## config.mk

```make
export PLATFORM = sky130hd
export DESIGN_NAME = spi_csr_master_flat
export DESIGN_NICKNAME = d
export VERILOG_FILES = /design/src/rtl/spi_csr_pkg.sv /design/src/rtl/spi_csr_master_if.sv /design/src/rtl/spi_clk_gen.sv /design/src/rtl/spi_csr_master.sv /design/src/flat_wrapper.sv
export SDC_FILE = /design/constraint.sdc
export NUM_CORES = 1
export LEC_CHECK = 0
export CAP_MARGIN = 20
export CORE_ASPECT_RATIO = 1.4
export CORE_MARGIN = 10
export CORE_UTILIZATION = 50
export CTS_CLUSTER_DIAMETER = 40
export CTS_CLUSTER_SIZE = 12
export DETAILED_ROUTE_END_ITERATION = 8
export HOLD_SLACK_MARGIN = 0.08
export PLACE_DENSITY_LB_ADDON = 0.2
export SKIP_CTS_REPAIR_TIMING = 1
export SYNTH_ARGS = -nofsm -noshare
export SYNTH_HDL_FRONTEND = slang
export SYNTH_HIERARCHICAL = 1
export SYNTH_SLANG_ARGS = --single-unit
```

## constraint.sdc

```tcl
create_clock -name clk -period 2.6 [get_ports clk]
set_input_delay 0.52 -clock clk [delete_from_list [all_inputs] [get_ports clk]]
set_output_delay 0.52 -clock clk [all_outputs]
set_load 0.01 [all_outputs]
```

## src/rtl/spi_csr_pkg.sv

```systemverilog
// Shared op encodings, FSM state constants and frame helpers for the SPI CSR initiator.
package spi_csr_pkg;

  localparam logic [1:0] OP_NOP   = 2'b00;
  localparam logic [1:0] OP_READ  = 2'b01;
  localparam logic [1:0] OP_WRITE = 2'b10;

  typedef logic [2:0] state_t;
  localparam state_t S_IDLE  = 3'd0;
  localparam state_t S_SETUP = 3'd1;
  localparam state_t S_SHIFT = 3'd2;
  localparam state_t S_HOLD  = 3'd3;
  localparam state_t S_GAP   = 3'd4;

  localparam int unsigned FRAME_BITS_STD   = 16;
  localparam int unsigned FRAME_BITS_DUMMY = 24;

  function automatic logic [7:0] cmd_byte(input logic [1:0] op, input logic [5:0] addr);
    return {op, addr};
  endfunction

endpackage

```

## src/rtl/spi_csr_master_if.sv

```systemverilog
// Request/response handshake plus the 4-wire SPI link of the CSR initiator.
interface spi_csr_master_if #(
  parameter int ADDR_WIDTH = 6,
  parameter int DATA_WIDTH = 8
);
  logic                  req_valid;
  logic                  req_ready;
  logic [1:0]            req_op;
  logic [ADDR_WIDTH-1:0] req_addr;
  logic [DATA_WIDTH-1:0] req_wdata;
  logic                  rsp_valid;
  logic [DATA_WIDTH-1:0] rsp_rdata;
  logic                  busy;
  logic                  spi_sclk;
  logic                  spi_cs_n;
  logic                  spi_mosi;
  logic                  spi_miso;

  modport master (
    input  req_valid, req_op, req_addr, req_wdata, spi_miso,
    output req_ready, rsp_valid, rsp_rdata, busy, spi_sclk, spi_cs_n, spi_mosi
  );

  modport slave (
    output req_valid, req_op, req_addr, req_wdata, spi_miso,
    input  req_ready, rsp_valid, rsp_rdata, busy, spi_sclk, spi_cs_n, spi_mosi
  );
endinterface

```

## src/rtl/spi_clk_gen.sv

```systemverilog
// SCLK generator: one half-period every CLK_DIV clk cycles, with tick and rise/fall strobes.
// The counter runs only while en_i is high; sclk only toggles while toggle_en_i is high.
module spi_clk_gen #(
  parameter int CLK_DIV = 4
) (
  input  logic clk,
  input  logic rst,
  input  logic en_i,
  input  logic toggle_en_i,
  output logic sclk_o,
  output logic tick_o,
  output logic rise_o,
  output logic fall_o
);
  localparam int CW = $clog2(CLK_DIV + 1);

  logic [CW-1:0] cnt_q, cnt_d;
  logic          sclk_q, sclk_d;

  assign tick_o = en_i && (cnt_q == CW'(CLK_DIV - 1));
  assign rise_o = tick_o && toggle_en_i && !sclk_q;
  assign fall_o = tick_o && toggle_en_i && sclk_q;
  assign sclk_o = sclk_q;

  always_comb begin
    cnt_d  = cnt_q;
    sclk_d = sclk_q;
    if (!en_i) begin
      cnt_d  = '0;
      sclk_d = 1'b0;
    end else if (tick_o) begin
      cnt_d = '0;
      if (toggle_en_i) sclk_d = !sclk_q;
    end else begin
      cnt_d = cnt_q + 1'b1;
    end
  end

  always_ff @(posedge clk) begin
    if (rst) begin
      cnt_q  <= '0;
      sclk_q <= 1'b0;
    end else begin
      cnt_q  <= cnt_d;
      sclk_q <= sclk_d;
    end
  end
endmodule

```

## src/rtl/spi_csr_master.sv

```systemverilog
// SPI mode-0 CSR initiator: one request becomes a {op,addr} + data frame; read data returned on rsp_valid.
// SPI_CSR_MASTER_READ_DUMMY_EN inserts a dummy byte into read frames (24 bits instead of 16).
module spi_csr_master
  import spi_csr_pkg::*;
#(
  parameter int ADDR_WIDTH = 6,
  parameter int DATA_WIDTH = 8,
  parameter int CLK_DIV    = 4,
  parameter int CS_GAP     = 2
) (
  input logic               clk,
  input logic               rst,
  spi_csr_master_if.master  bus
);
  localparam int SRW = 3 * DATA_WIDTH;
  localparam int GW  = $clog2(CS_GAP + 1);

  state_t                state_q, state_d;
  logic [SRW-1:0]        sr_q, sr_d;
  logic [DATA_WIDTH-1:0] rx_q, rx_d;
  logic [4:0]            fall_cnt_q, fall_cnt_d;
  logic [4:0]            last_fall_q, last_fall_d;
  logic                  is_read_q, is_read_d;
  logic                  cs_n_q, cs_n_d;
  logic                  rsp_valid_q, rsp_valid_d;
  logic [DATA_WIDTH-1:0] rsp_rdata_q, rsp_rdata_d;
  logic [GW-1:0]         gap_cnt_q, gap_cnt_d;

  logic                  sclk, tick, rise, fall;
  logic                  clk_en, toggle_en;
  logic [4:0]            frame_last;
  logic [DATA_WIDTH-1:0] data_byte;
  logic [SRW-1:0]        sr_load;

  assign clk_en    = (state_q == S_SETUP) || (state_q == S_SHIFT) || (state_q == S_HOLD);
  assign toggle_en = (state_q == S_SETUP) || (state_q == S_SHIFT);

  spi_clk_gen #(.CLK_DIV(CLK_DIV)) u_clk_gen (
    .clk         (clk),
    .rst         (rst),
    .en_i        (clk_en),
    .toggle_en_i (toggle_en),
    .sclk_o      (sclk),
    .tick_o      (tick),
    .rise_o      (rise),
    .fall_o      (fall)
  );

  // op 11 is a write; reads and nops send a zero data byte
  assign data_byte = bus.req_op[1] ? bus.req_wdata : '0;
  assign sr_load   = {cmd_byte(bus.req_op, bus.req_addr), data_byte, {DATA_WIDTH{1'b0}}};

`ifdef SPI_CSR_MASTER_READ_DUMMY_EN
  assign frame_last = (bus.req_op == OP_READ) ? 5'(FRAME_BITS_DUMMY - 1) : 5'(FRAME_BITS_STD - 1);
`else
  assign frame_last = 5'(FRAME_BITS_STD - 1);
`endif

  assign bus.req_ready = (state_q == S_IDLE) && !rst;
  assign bus.busy      = (state_q != S_IDLE) && !rst;
  assign bus.spi_sclk  = sclk;
  assign bus.spi_cs_n  = cs_n_q;
  assign bus.spi_mosi  = sr_q[SRW-1];
  assign bus.rsp_valid = rsp_valid_q;
  assign bus.rsp_rdata = rsp_rdata_q;

  always_comb begin
    state_d     = state_q;
    sr_d        = sr_q;
    rx_d        = rx_q;
    fall_cnt_d  = fall_cnt_q;
    last_fall_d = last_fall_q;
    is_read_d   = is_read_q;
    cs_n_d      = cs_n_q;
    rsp_valid_d = 1'b0;
    rsp_rdata_d = rsp_rdata_q;
    gap_cnt_d   = gap_cnt_q;

    case (state_q)
      S_IDLE: begin
        if (bus.req_valid && bus.req_ready) begin
          state_d     = S_SETUP;
          sr_d        = sr_load;
          last_fall_d = frame_last;
          is_read_d   = (bus.req_op == OP_READ);
          cs_n_d      = 1'b0;
          fall_cnt_d  = '0;
        end
      end
      S_SETUP: if (tick) state_d = S_SHIFT;
      S_SHIFT: begin
        if (fall) begin
          fall_cnt_d = fall_cnt_q + 5'd1;
          if (fall_cnt_q == last_fall_q) state_d = S_HOLD;
        end
      end
      S_HOLD: begin
        if (tick) begin
          state_d     = S_GAP;
          cs_n_d      = 1'b1;
          rsp_valid_d = 1'b1;
          rsp_rdata_d = is_read_q ? rx_q : '0;
          gap_cnt_d   = '0;
        end
      end
      S_GAP: begin
        if (gap_cnt_q == GW'(CS_GAP - 1)) state_d = S_IDLE;
        else gap_cnt_d = gap_cnt_q + 1'b1;
      end
      default: state_d = S_IDLE;
    endcase

    // rx keeps only the last byte clocked in, i.e. the data byte at frame end
    if (fall) sr_d = {sr_q[SRW-2:0], 1'b0};
    if (rise) rx_d = {rx_q[DATA_WIDTH-2:0], bus.spi_miso};
  end

  always_ff @(posedge clk) begin
    if (rst) begin
      state_q     <= S_IDLE;
      sr_q        <= '0;
      rx_q        <= '0;
      fall_cnt_q  <= '0;
      last_fall_q <= '0;
      is_read_q   <= 1'b0;
      cs_n_q      <= 1'b1;
      rsp_valid_q <= 1'b0;
      rsp_rdata_q <= '0;
      gap_cnt_q   <= '0;
    end else begin
      state_q     <= state_d;
      sr_q        <= sr_d;
      rx_q        <= rx_d;
      fall_cnt_q  <= fall_cnt_d;
      last_fall_q <= last_fall_d;
      is_read_q   <= is_read_d;
      cs_n_q      <= cs_n_d;
      rsp_valid_q <= rsp_valid_d;
      rsp_rdata_q <= rsp_rdata_d;
      gap_cnt_q   <= gap_cnt_d;
    end
  end
endmodule

```

## src/flat_wrapper.sv

```systemverilog
// flat-port wrapper written by rule: the top's interface ports become plain ports
module spi_csr_master_flat import spi_csr_pkg::*;
#(
  parameter int ADDR_WIDTH = 6,
  parameter int DATA_WIDTH = 8,
  parameter int CLK_DIV    = 4,
  parameter int CS_GAP     = 2
)
  (clk, rst, bus_req_valid, bus_req_op, bus_req_addr, bus_req_wdata, bus_spi_miso, bus_req_ready, bus_rsp_valid, bus_rsp_rdata, bus_busy, bus_spi_sclk, bus_spi_cs_n, bus_spi_mosi);
  spi_csr_master_if #(.ADDR_WIDTH(ADDR_WIDTH), .DATA_WIDTH(DATA_WIDTH)) bus_i ();
  input logic clk;
  input logic rst;
  input wire logic [$bits(bus_i.req_valid)-1:0] bus_req_valid;
  input wire logic [$bits(bus_i.req_op)-1:0] bus_req_op;
  input wire logic [$bits(bus_i.req_addr)-1:0] bus_req_addr;
  input wire logic [$bits(bus_i.req_wdata)-1:0] bus_req_wdata;
  input wire logic [$bits(bus_i.spi_miso)-1:0] bus_spi_miso;
  output wire logic [$bits(bus_i.req_ready)-1:0] bus_req_ready;
  output wire logic [$bits(bus_i.rsp_valid)-1:0] bus_rsp_valid;
  output wire logic [$bits(bus_i.rsp_rdata)-1:0] bus_rsp_rdata;
  output wire logic [$bits(bus_i.busy)-1:0] bus_busy;
  output wire logic [$bits(bus_i.spi_sclk)-1:0] bus_spi_sclk;
  output wire logic [$bits(bus_i.spi_cs_n)-1:0] bus_spi_cs_n;
  output wire logic [$bits(bus_i.spi_mosi)-1:0] bus_spi_mosi;
  assign bus_i.req_valid = bus_req_valid;
  assign bus_i.req_op = bus_req_op;
  assign bus_i.req_addr = bus_req_addr;
  assign bus_i.req_wdata = bus_req_wdata;
  assign bus_i.spi_miso = bus_spi_miso;
  assign bus_req_ready = bus_i.req_ready;
  assign bus_rsp_valid = bus_i.rsp_valid;
  assign bus_rsp_rdata = bus_i.rsp_rdata;
  assign bus_busy = bus_i.busy;
  assign bus_spi_sclk = bus_i.spi_sclk;
  assign bus_spi_cs_n = bus_i.spi_cs_n;
  assign bus_spi_mosi = bus_i.spi_mosi;
  spi_csr_master #(.ADDR_WIDTH(ADDR_WIDTH), .DATA_WIDTH(DATA_WIDTH), .CLK_DIV(CLK_DIV), .CS_GAP(CS_GAP)) u_core (.clk(clk), .rst(rst), .bus(bus_i));
endmodule
```

==> summary.md <==
| Metric | Value |
|---|---|
| Cts bufs inserted | 5 |
| Run status | complete, no violations |
| Number of synthesis warnings | 6 |
| Leak | about 0.92 nW |
| Layout cell share with drive strength beyond 1 | a little over an eighth |
| Worst-Skew Late Latency | roughly 0.30 ns |
| CP arrival | ~2.0 ns |
| CP endpoint | bus_req_ready |
| Power Density | around 530 nW/µm² |
| Gate count of the mapped netlist | 250 |
| Wirelength, routed | around 4.7 mm |
| Final-stage net count | 300 |
| Clk slew on worst S/H paths | around 0.09 ns |
| Synthesized flop and latch total | 50 |
| Multiplexer share of the synthesized area | under 10% |
| IO buf count | 33 |
| Max clock buf depth | 2 |
| Core ar. | around 4500 µm² |
| Setup Skew | ~0.0081 ns |
| Crit path max-delay cell type | clkdlybuf4s50_1 |
| Fin crit period | 2.55 ns |
| Setup violations, final | 0 |
| Clock root buffer | clkbuf_8 |
| Post-synthesis sequential area ratio | a little over two fifths |
| Post-Synth XOR/XNOR Area | less than 1% |
| CP peak stage delay | ~0.53 ns |
| Area Overhead vs Synth | 19.5% |
| Final setup TNS | 0 ns |
| Pre-antenna DRT Iters | 4 |
| # rows | 29 |
| Synth Area in Adders | roughly 2.1% |
| CTS H-tree depth | 2 |
| # diodes | 0 |
| Tcrit/Tclk final | 98.1% |
| Complex-gate fraction of the synthesized area | between 20% and 30% |
| Routed wl met2 | ~2.3 mm |
| Drt first-iter violations | 92 |
| Critical path class | input pin to primary output |
| Flop2flop setup slack | 0.56 ns |
| FF/Latch Area | approximately 1000 µm² |
| Main synth FF type | dfxtp_1 |
| Final hold violations | 0 |
| Vias | 1,863 |
| RSZ-0062 raised after global routing | false |
| I/O pin count | 34 |
| Most frequent cells in the layout | 50 x dfxtp_1, 33 x clkdlybuf4s50_1, 24 x inv_1 |
| Syn_nets | approximately 270 |
| # fillers | slightly below 400 |
| Commonest non-fill, non-tap cell in the layout | dfxtp_1 |
| HPWL Detailed | roughly 3.3 mm |
| Ys async rst share | 0% |
| Max Cap Viol | 0 |
| Initial antenna violation count | 0 |
| First-pass GRT wire length | 8.30 mm |
| FF-to-FF End | u_core/sr_q[13] |
| Leading post-synthesis cells by cell area | dfxtp_1 43%, mux2i_1 5.6%, a221oi_2 4.5% |
| Synthesized cell area | roughly 2300 µm² |
| CP required | roughly 2.1 ns |
| Fin. max-slew vios | 0 |
| Met3 wire length | ~220 µm |
| Largest net degree at the start of global routing | 40 |
| Crit. End Element | primary output |
| Post-DRT Antenna Nets | 0 |
| RePlAce Congestion | 0.778 |
| EDFF count, synth | 0 |
| Vias in the first global route | 1,812 |
| X dimension of the die | 77.9 µm |
| Syn avg cell area | ~9.4 µm² |
| Peak Freq | between 0.3 and 0.4 GHz |
| Max Used Layer | met4 |
| Slew HR | 56.6% |
| DR DRC count | 0 |
| Post-synth top area share | 42.7% |
| RR Startpoint | u_core/state_q[1] |
| Via density | between 5 and 6 |
| Worst Setup SP | rst |
| Worst reg-to-reg path cell count | 7 |
| Gr ovfl total | 0 |
| Footprint of the multi-input gates | around 1100 µm² |
| Die Span Y | 101 µm |
| Overall Global Routing Usage | roughly 13% |
| Worst setup SP type | input pin |
| Unique masters post-synth | 41 |
| Worst IR Drop VDD | about 0.00033 V |
| HP Class | register to register |
| Cell taking the most area after synthesis | dfxtp_1 |
| CP max FO | 2 |
| Initial core utilization | between 50% and 60% |
| Critical path cell sequence | clkdlybuf4s50_1 > or4_4 > inv_8 > clkdlybuf4s50_1 |
| Final hold slack | ~0.43 ns |
| Synth Area in Simple Gates | 15.5% |
| CTS tree | built |
| Slew @ Worst Pin | around 0.65 ns |
| Wirelength per Cell | around 14 µm |
| Largest family of logic cells by synthesized area | compound AO/OA/AOI/OAI gates |
| Top cell by count, worst path | clkdlybuf4s50_1 |
| Die ar. | 7860 µm² |
| M1 WL | 2.13 mm |
| Clk sinks | 50 |
critical path, delay by kind of cell:
kind	cells	cell delay [ns]
buffers and inverters	3	1.02
and+or+nand+nor	1	0.49
per-layer routing:
layer	up-vias	GRT usage [%]
met5	-	0
met4	0	5.49
met3	6	3.66
met2	32	21.5
met1	872	14.7
li1	953	-
cell families after synthesis:
family	after synthesis
AO/OA/AOI/OAI	71
flip-flops	50
buffers and inverters	48
adder cells (fa/ha/maj)	4
XOR/XNOR	2
AND/OR/NAND/NOR	62
multiplexers	13
cells in the mapped netlist, types with 3 or more instances:
cell type and number:
nand3b_1 6, or2_2 3, or3b_2 5, a22o_1 8
a21oi_1 7, a41oi_1 7, o21ai_0 18, nor2_1 20
a221oi_2 7, a31oi_1 9, nand3_1 4, a221oi_1 8
nand2_1 7, buf_6 4, dfxtp_1 50, ha_1 4
mux2i_1 13, clkbuf_1 15, buf_2 3, inv_1 24
a211oi_1 4
state kept, by name, summed over array words and instances (netlist names):
name,count
u_core/bus.spi_cs_n,1
u_core/u_clk_gen/sclk_o,1
u_core/fall_cnt_q,5
u_core/rx_q,8
u_core/bus.rsp_rdata,8
u_core/is_read_q,1
u_core/bus.rsp_valid,1
u_core/gap_cnt_q,2
u_core/last_fall_q,1
u_core/u_clk_gen/cnt_q,3
u_core/sr_q,16
u_core/state_q,3
report_power, final:
group	internal (mW)	switching (mW)
registers	0.780	0.0104
clock network	0.292	0.263
logic	0.0678	0.0686
total	1.14	0.342
stage by stage:
| stage | std cells | power, mW | instance area (µm²) | util, % | worst slack, ns |
|---|---|---|---|---|---|
| after floorplan | 250 | 0.899 | 2340 | - | 0.687 |
| after global placement | 331 | 0.944 | 2690 | 59.2 | 0.0455 |
| after detailed placement | 331 | 0.946 | 2690 | 59.2 | 0.0584 |
| after CTS | 339 | 1.50 | 2800 | 61.8 | 0.0424 |
| after global routing | 339 | 1.55 | 2800 | 61.8 | 0.0176 |
| final | 339 | 1.48 | 2800 | 61.8 | 0.0487 |
area by class of cell:
| cell class | instances | share of cell area [%] |
|---|---|---|
| Multi-Input combinational cell | 152 | 39.5 |
| Sequential cell | 50 | 35.7 |
| Timing Repair Buffer | 42 | 14.2 |
| Inverter | 25 | 3.62 |
| Tap cell | 62 | 2.77 |
| Clock buffer | 5 | 2.46 |
| Clock inverter | 3 | 1.70 |
worst min-delay path by stage:
stage                                    from                         to  slack (ns)  depth (start not counted)
finish              u_core/u_clk_gen/cnt_q[0]  u_core/u_clk_gen/cnt_q[0]        0.43                          1
global route        u_core/u_clk_gen/cnt_q[0]  u_core/u_clk_gen/cnt_q[0]        0.47                          1
CTS                 u_core/u_clk_gen/cnt_q[0]  u_core/u_clk_gen/cnt_q[0]        0.43                          1
detailed placement  u_core/u_clk_gen/cnt_q[0]  u_core/u_clk_gen/cnt_q[0]        0.42                          1
global placement    u_core/u_clk_gen/cnt_q[0]  u_core/u_clk_gen/cnt_q[0]        0.41                          1
floorplan           u_core/u_clk_gen/cnt_q[0]  u_core/u_clk_gen/cnt_q[0]        0.40                          1
Power figures use the tool's default switching activity.
